**config.mk**
```make
export PLATFORM = sky130hd
export DESIGN_NAME = fft_sdf_r2_stage
export DESIGN_NICKNAME = d
export VERILOG_FILES = /design/src/rtl/fft_sdf_r2_stage.sv
export SDC_FILE = /design/constraint.sdc
export NUM_CORES = 2
export LEC_CHECK = 0
export CORE_AREA = 4 4 384 461
export DETAILED_ROUTE_END_ITERATION = 16
export DIE_AREA = 0 0 388 465
export DONT_BUFFER_PORTS = 1
export SLEW_MARGIN = 10
export SYNTH_ARGS = -nofsm -noshare
export SYNTH_HDL_FRONTEND = slang
export SYNTH_SLANG_ARGS = --single-unit
```
**constraint.sdc**
```tcl
create_clock -name clk_i -period 12.8 [get_ports clk_i]
set_clock_uncertainty 0.1 [all_clocks]
set_input_delay 2.56 -clock clk_i [delete_from_list [all_inputs] [get_ports clk_i]]
set_output_delay 2.56 -clock clk_i [all_outputs]
set_load 0.01 [all_outputs]
```
**src/rtl/fft_sdf_r2_stage.sv**
```systemverilog
// Radix-2 DIF butterfly stage, single-path delay-feedback form.
// One complex sample per cycle; sums stream out in phase B, rotated differences drain in phase A.
module fft_sdf_r2_stage #(
  parameter int unsigned N     = 64,
  parameter int unsigned STAGE = 0,
  parameter int unsigned DW    = 16,
  parameter int unsigned TW    = 14,
  parameter int unsigned SCALE = 1
) (
  input  logic                 clk_i,
  input  logic                 rstn_i,
  input  logic                 clr_i,
  input  logic                 in_valid_i,
  input  logic [DW-1:0]        in_real_i,
  input  logic [DW-1:0]        in_imag_i,
  output logic [$clog2(N)-2:0] tw_addr_o,
  input  logic [TW-1:0]        tw_real_i,
  input  logic [TW-1:0]        tw_imag_i,
  output logic                 out_valid_o,
  output logic                 out_sum_o,
  output logic [DW-1:0]        out_real_o,
  output logic [DW-1:0]        out_imag_o,
  output logic                 ovf_o
);

  localparam int unsigned D  = N >> (STAGE + 1);
  localparam int unsigned KW = $clog2(2 * D);
  localparam int unsigned RW = (D > 1) ? $clog2(D) : 1;
  localparam int unsigned AW = $clog2(N) - 1;
  localparam int unsigned PW = DW + TW + 1;
  localparam logic signed [PW-1:0] Rnd = PW'(1) << (TW - 3);

  logic [KW-1:0] k_q;
  logic [RW-1:0] rd_q;
  logic          pending_q;
  logic [DW-1:0] mem_re_q  [D];
  logic [DW-1:0] mem_im_q  [D];
  logic          mem_ovf_q [D];

  logic          in_acc, phase_b, last_b, rd_last;
  logic [RW-1:0] wr_idx;

  logic signed [DW:0]   bf_sum_re, bf_sum_im, bf_dif_re, bf_dif_im;
  logic [DW:0]          sum_re_f, sum_im_f, dif_re_f, dif_im_f;
  logic signed [PW-1:0] d_re, d_im, w_re, w_im, p_re, p_im;
  logic [DW:0]          mul_re_f, mul_im_f;

  // Returned as {ovf, value}.
  function automatic logic [DW:0] bfly_fix(input logic [DW:0] v);
    if (SCALE != 0) return {1'b0, v[DW:1]};
    if (v[DW] != v[DW-1]) return {1'b1, v[DW], {(DW-1){~v[DW]}}};
    return {1'b0, v[DW-1:0]};
  endfunction

  function automatic logic [DW:0] mul_fix(input logic signed [PW-1:0] p);
    logic signed [PW-1:0] r;
    r = (p + Rnd) >>> (TW - 2);
    if ((&r[PW-1:DW-1]) || !(|r[PW-1:DW-1])) return {1'b0, r[DW-1:0]};
    return {1'b1, r[PW-1], {(DW-1){~r[PW-1]}}};
  endfunction

  assign in_acc  = in_valid_i & ~clr_i;
  assign phase_b = k_q[KW-1];
  assign last_b  = in_acc & (&k_q);
  assign rd_last = (rd_q == RW'(D - 1));
  assign wr_idx  = RW'(k_q & KW'(D - 1));

  assign bf_sum_re = $signed({mem_re_q[wr_idx][DW-1], mem_re_q[wr_idx]})
                   + $signed({in_real_i[DW-1], in_real_i});
  assign bf_sum_im = $signed({mem_im_q[wr_idx][DW-1], mem_im_q[wr_idx]})
                   + $signed({in_imag_i[DW-1], in_imag_i});
  assign bf_dif_re = $signed({mem_re_q[wr_idx][DW-1], mem_re_q[wr_idx]})
                   - $signed({in_real_i[DW-1], in_real_i});
  assign bf_dif_im = $signed({mem_im_q[wr_idx][DW-1], mem_im_q[wr_idx]})
                   - $signed({in_imag_i[DW-1], in_imag_i});

  assign sum_re_f = bfly_fix(bf_sum_re);
  assign sum_im_f = bfly_fix(bf_sum_im);
  assign dif_re_f = bfly_fix(bf_dif_re);
  assign dif_im_f = bfly_fix(bf_dif_im);

  assign d_re = PW'($signed(mem_re_q[rd_q]));
  assign d_im = PW'($signed(mem_im_q[rd_q]));
  assign w_re = PW'($signed(tw_real_i));
  assign w_im = PW'($signed(tw_imag_i));
  assign p_re = d_re * w_re - d_im * w_im;
  assign p_im = d_re * w_im + d_im * w_re;

  assign mul_re_f = mul_fix(p_re);
  assign mul_im_f = mul_fix(p_im);

  assign tw_addr_o = pending_q ? (AW'(rd_q) << STAGE) : '0;

  always_ff @(posedge clk_i or negedge rstn_i) begin
    if (!rstn_i) begin
      k_q         <= '0;
      rd_q        <= '0;
      pending_q   <= 1'b0;
      out_valid_o <= 1'b0;
      out_sum_o   <= 1'b0;
      out_real_o  <= '0;
      out_imag_o  <= '0;
      ovf_o       <= 1'b0;
    end else if (clr_i) begin
      k_q         <= '0;
      rd_q        <= '0;
      pending_q   <= 1'b0;
      out_valid_o <= 1'b0;
    end else begin
      if (in_acc) k_q <= k_q + 1'b1;
      if (pending_q) begin
        rd_q <= rd_q + 1'b1;
        if (rd_last) pending_q <= 1'b0;
      end
      // Drain only ever runs in phase A, so it never overlaps the last phase-B input.
      if (last_b) begin
        pending_q <= 1'b1;
        rd_q      <= '0;
      end
      out_valid_o <= 1'b0;
      if (in_acc && phase_b) begin
        out_valid_o <= 1'b1;
        out_sum_o   <= 1'b1;
        out_real_o  <= sum_re_f[DW-1:0];
        out_imag_o  <= sum_im_f[DW-1:0];
        ovf_o       <= sum_re_f[DW] | sum_im_f[DW];
      end else if (pending_q) begin
        out_valid_o <= 1'b1;
        out_sum_o   <= 1'b0;
        out_real_o  <= mul_re_f[DW-1:0];
        out_imag_o  <= mul_im_f[DW-1:0];
        ovf_o       <= mem_ovf_q[rd_q] | mul_re_f[DW] | mul_im_f[DW];
      end
    end
  end

  // Delay memory is unreset: every entry is rewritten in phase A before it is read.
  always_ff @(posedge clk_i) begin
    if (in_acc) begin
      if (phase_b) begin
        mem_re_q[wr_idx]  <= dif_re_f[DW-1:0];
        mem_im_q[wr_idx]  <= dif_im_f[DW-1:0];
        mem_ovf_q[wr_idx] <= dif_re_f[DW] | dif_im_f[DW];
      end else begin
        mem_re_q[wr_idx]  <= in_real_i;
        mem_im_q[wr_idx]  <= in_imag_i;
        mem_ovf_q[wr_idx] <= 1'b0;
      end
    end
  end

endmodule

```
==> impl_metrics.csv <==
group,metric,value,unit
run_status,run_status,"completed",
timing,finalCritPeriodShare,89.19,%
setup_path,crit_path_start_kind,"flop",
synth,synth.avg_cell_area,13.53,um2
placement,port_buffers,0,
clock_tree,clkLatencyLatePin,0.73,ns
timing,setup_viol,0,
setup_path,worstPathRequired,13.34,ns
clock_tree,cts-buffers-inserted,101,
synth,ys_top_cells_by_count,"inv_1 (1060), edfxtp_1 (1024), fa_1 (1010)",
synth,synth_top_area_share,35.84,%
routing,post-route-drc-count,0,
routing,drtPass1Iterations,5,
synth,synthesis.area,85790,um2
global_routing,grt_max_degree,94,
global_routing,grt_pass1_vias,56980,
run,drv_cap,0,
synth,syn_inst,6339,
synth,ys_seq_area_share,37.21,%
global_routing,track_usage,29.36,%
timing,slew_headroom,8.436,%
clock_tree,htreeDepth,3,
setup_path,cp-end-kind,"flop",
placement,gp_congestion,0.9097,
synth,yosysUniqueCellTypes,83,
routing,antenna_left,0,
setup_path,cp-startpoint,"rd_q[0]",
synth,yosysMostFrequentCell,"inv_1",
setup_path,crit_arrival,11.96,ns
setup_path,reg2reg_depth,33,
clock_tree,ctsHoldBuffers,0,
setup_path,r2r_start,"rd_q[0]",
die,start_util,49.77,%
setup_path,path_max_fanout,37,
die,die_h,465,um
synth,yosysWarningCount,0,
clock_tree,cts_sinks,1071,
die,rows,167,
synth,yosys-top-cells-area,"edfxtp_1 (36%), fa_1 (24%), mux4_2 (14%)",
setup_path,r2r-end,"out_imag_o[6]",
timing,period_needed,11.42,ns
synth,ys_ff_latch,1071,
finish,fill_cells,14280,
synth,synth_nets,7724,
clock_tree,cts_resized,0,
timing,fmax,0.08760,GHz
setup_path,worst_path_most_repeated_cell,"fa_1",
routing,first_iter_violations,5218,
timing,maxSlewViolCount,0,
die,die_w,388,um
min_path,hold_class,"reg2reg",
setup_path,slowest_delay,1.06,ns
timing,holdWs,0.4825,ns
routing,viasPerCell,6.185,
synth,synth_area_leader_cell,"edfxtp_1",
synth,async_reset_ff_share,4.388,%
clock_tree,cts_buffer_depth,3,
finish,final_nets,7622,
global_routing,overflow,0,
timing,tns,0,ns
clock_tree,postCtsSetupRepairBufs,0,
global_routing,grt_pass1_wl,385300,um
timing,worst_pin_slew,1.366,ns
routing,wirelength,261000,um
finish,layout-drive-gt1-share,15.79,%
die,ios,104,
global_routing,antenna_found_initial,11,
timing,hold_viol,0,
die,coreArea,172400,um2
synth,synth_edf_count,1024,
clock_tree,ctsRootBufferMaster,"clkbuf_16",
routing,via_count,53270,
routing,wl_per_cell,30.31,um
placement,hpwl,175000,um
clock_tree,clkTransAtPathRegs,0.07,ns
clock_tree,cts_tree,"built",
finish,area_growth,7.874,%
timing,grt_setup_unrepaired,"false",
die,die_area,180400,um2
setup_path,rrSetupSlack,1.38,ns
setup_path,cp-endpoint,"out_imag_o[6]",
setup_path,path_class,"reg2reg",
synth,synthFlopType,"edfxtp_1",
setup_path,cpMaxStageDelayCell,"mux2i_2",
-- placed cells by master (no fill, tap or decap), types with 19 or more instances in the layout --
cell	instances
inv_1	1060
o21ai_0	42
or2_2	19
buf_4	137
ha_1	311
a22oi_1	125
nand2b_1	124
xor2_1	33
nand4_1	39
xnor2_1	85
nand2_1	418
a21o_1	31
clkbuf_16	104
mux2i_1	51
nand3_1	32
dfrtp_1	40
and2_1	261
edfxtp_1	1024
clkinv_2	20
fa_1	1010
nor2b_1	187
nor2_1	108
a21oi_1	82
nor2_4	34
nor3_1	35
mux4_2	548
-- worst min path at each step --
stage | startpoint | to | slack, ns | depth (start not counted)
global route | out_sum_o | out_sum_o | 0.52 | 2
global placement | out_sum_o | out_sum_o | 0.46 | 2
floorplan | out_sum_o | out_sum_o | 0.42 | 2
detailed placement | out_sum_o | out_sum_o | 0.48 | 2
CTS | out_sum_o | out_sum_o | 0.50 | 2
finish | out_sum_o | out_sum_o | 0.48 | 2
-- flip-flops by register name, summed over array words and instances (netlist names), 5 cells and up --
signal / flops
mem_re_q: 512
rd_q: 5
mem_im_q: 512
out_real_o: 16
k_q: 6
out_imag_o: 16
-- layout make-up --
type	instances	area, um2	area share (%)
Tap cell	2281	2854	3.084
Antenna cell	7	17.52	0.01893
Inverter	1061	3983	4.303
Timing Repair Buffer	148	1234	1.333
Clock buffer	125	2721	2.940
Sequential cell	1071	31950	34.52
Clock inverter	66	723.2	0.7814
Multi-Input combinational cell	3854	49060	53.01
-- worst max-delay path, delay by kind of cell, from the launching register on --
kind	cells	cell delay [ns]
compound gates	9	2.06
xor+xnor	1	0.26
fa+ha+maj	9	4.02
buf+inv	8	1.04
flops	1	0.61
mux	4	2.56
simple gates	2	0.56
-- through the flow --
step                utilization [%]  std cells  worst slack [ns]  cell area, um2
finish                        53.69       8613             1.384           92550
global route                  53.68       8607            0.9760           92530
CTS                           53.64       8603             1.382           92470
detailed placement            51.64       8412             1.446           89030
global placement              51.64       8412             1.555           89020
floorplan                         -       6339             2.504           85790
-- logic make-up (layout without fill, tap and decap cells) --
family                   after synthesis  after routing  share of synthesized area, %
buffers and inverters               1414           1400                         6.328
AO/OA/AOI/OAI                        457            457                         3.716
multiplexers                         631            631                         15.40
AND/OR/NAND/NOR                     1326           1326                         8.004
XOR/XNOR                             119            119                         1.237
flip-flops                          1071           1071                         37.21
other                                  0              7                             0
adder cells (fa/ha/maj)             1321           1321                         28.10
-- routing by layer --
metal / GRT usage, % / wire, um / vias to the layer above
met5: 0 / 17 / -
met4: 9.783 / 10470 / 2
met3: 7.170 / 26090 / 604
met2: 50.53 / 131200 / 2459
met1: 36.61 / 93270 / 28580
li1: - / - / 21630
Power is not shown: default switching activity piles up to over one toggle a cycle in this logic, so the estimate is an artifact.
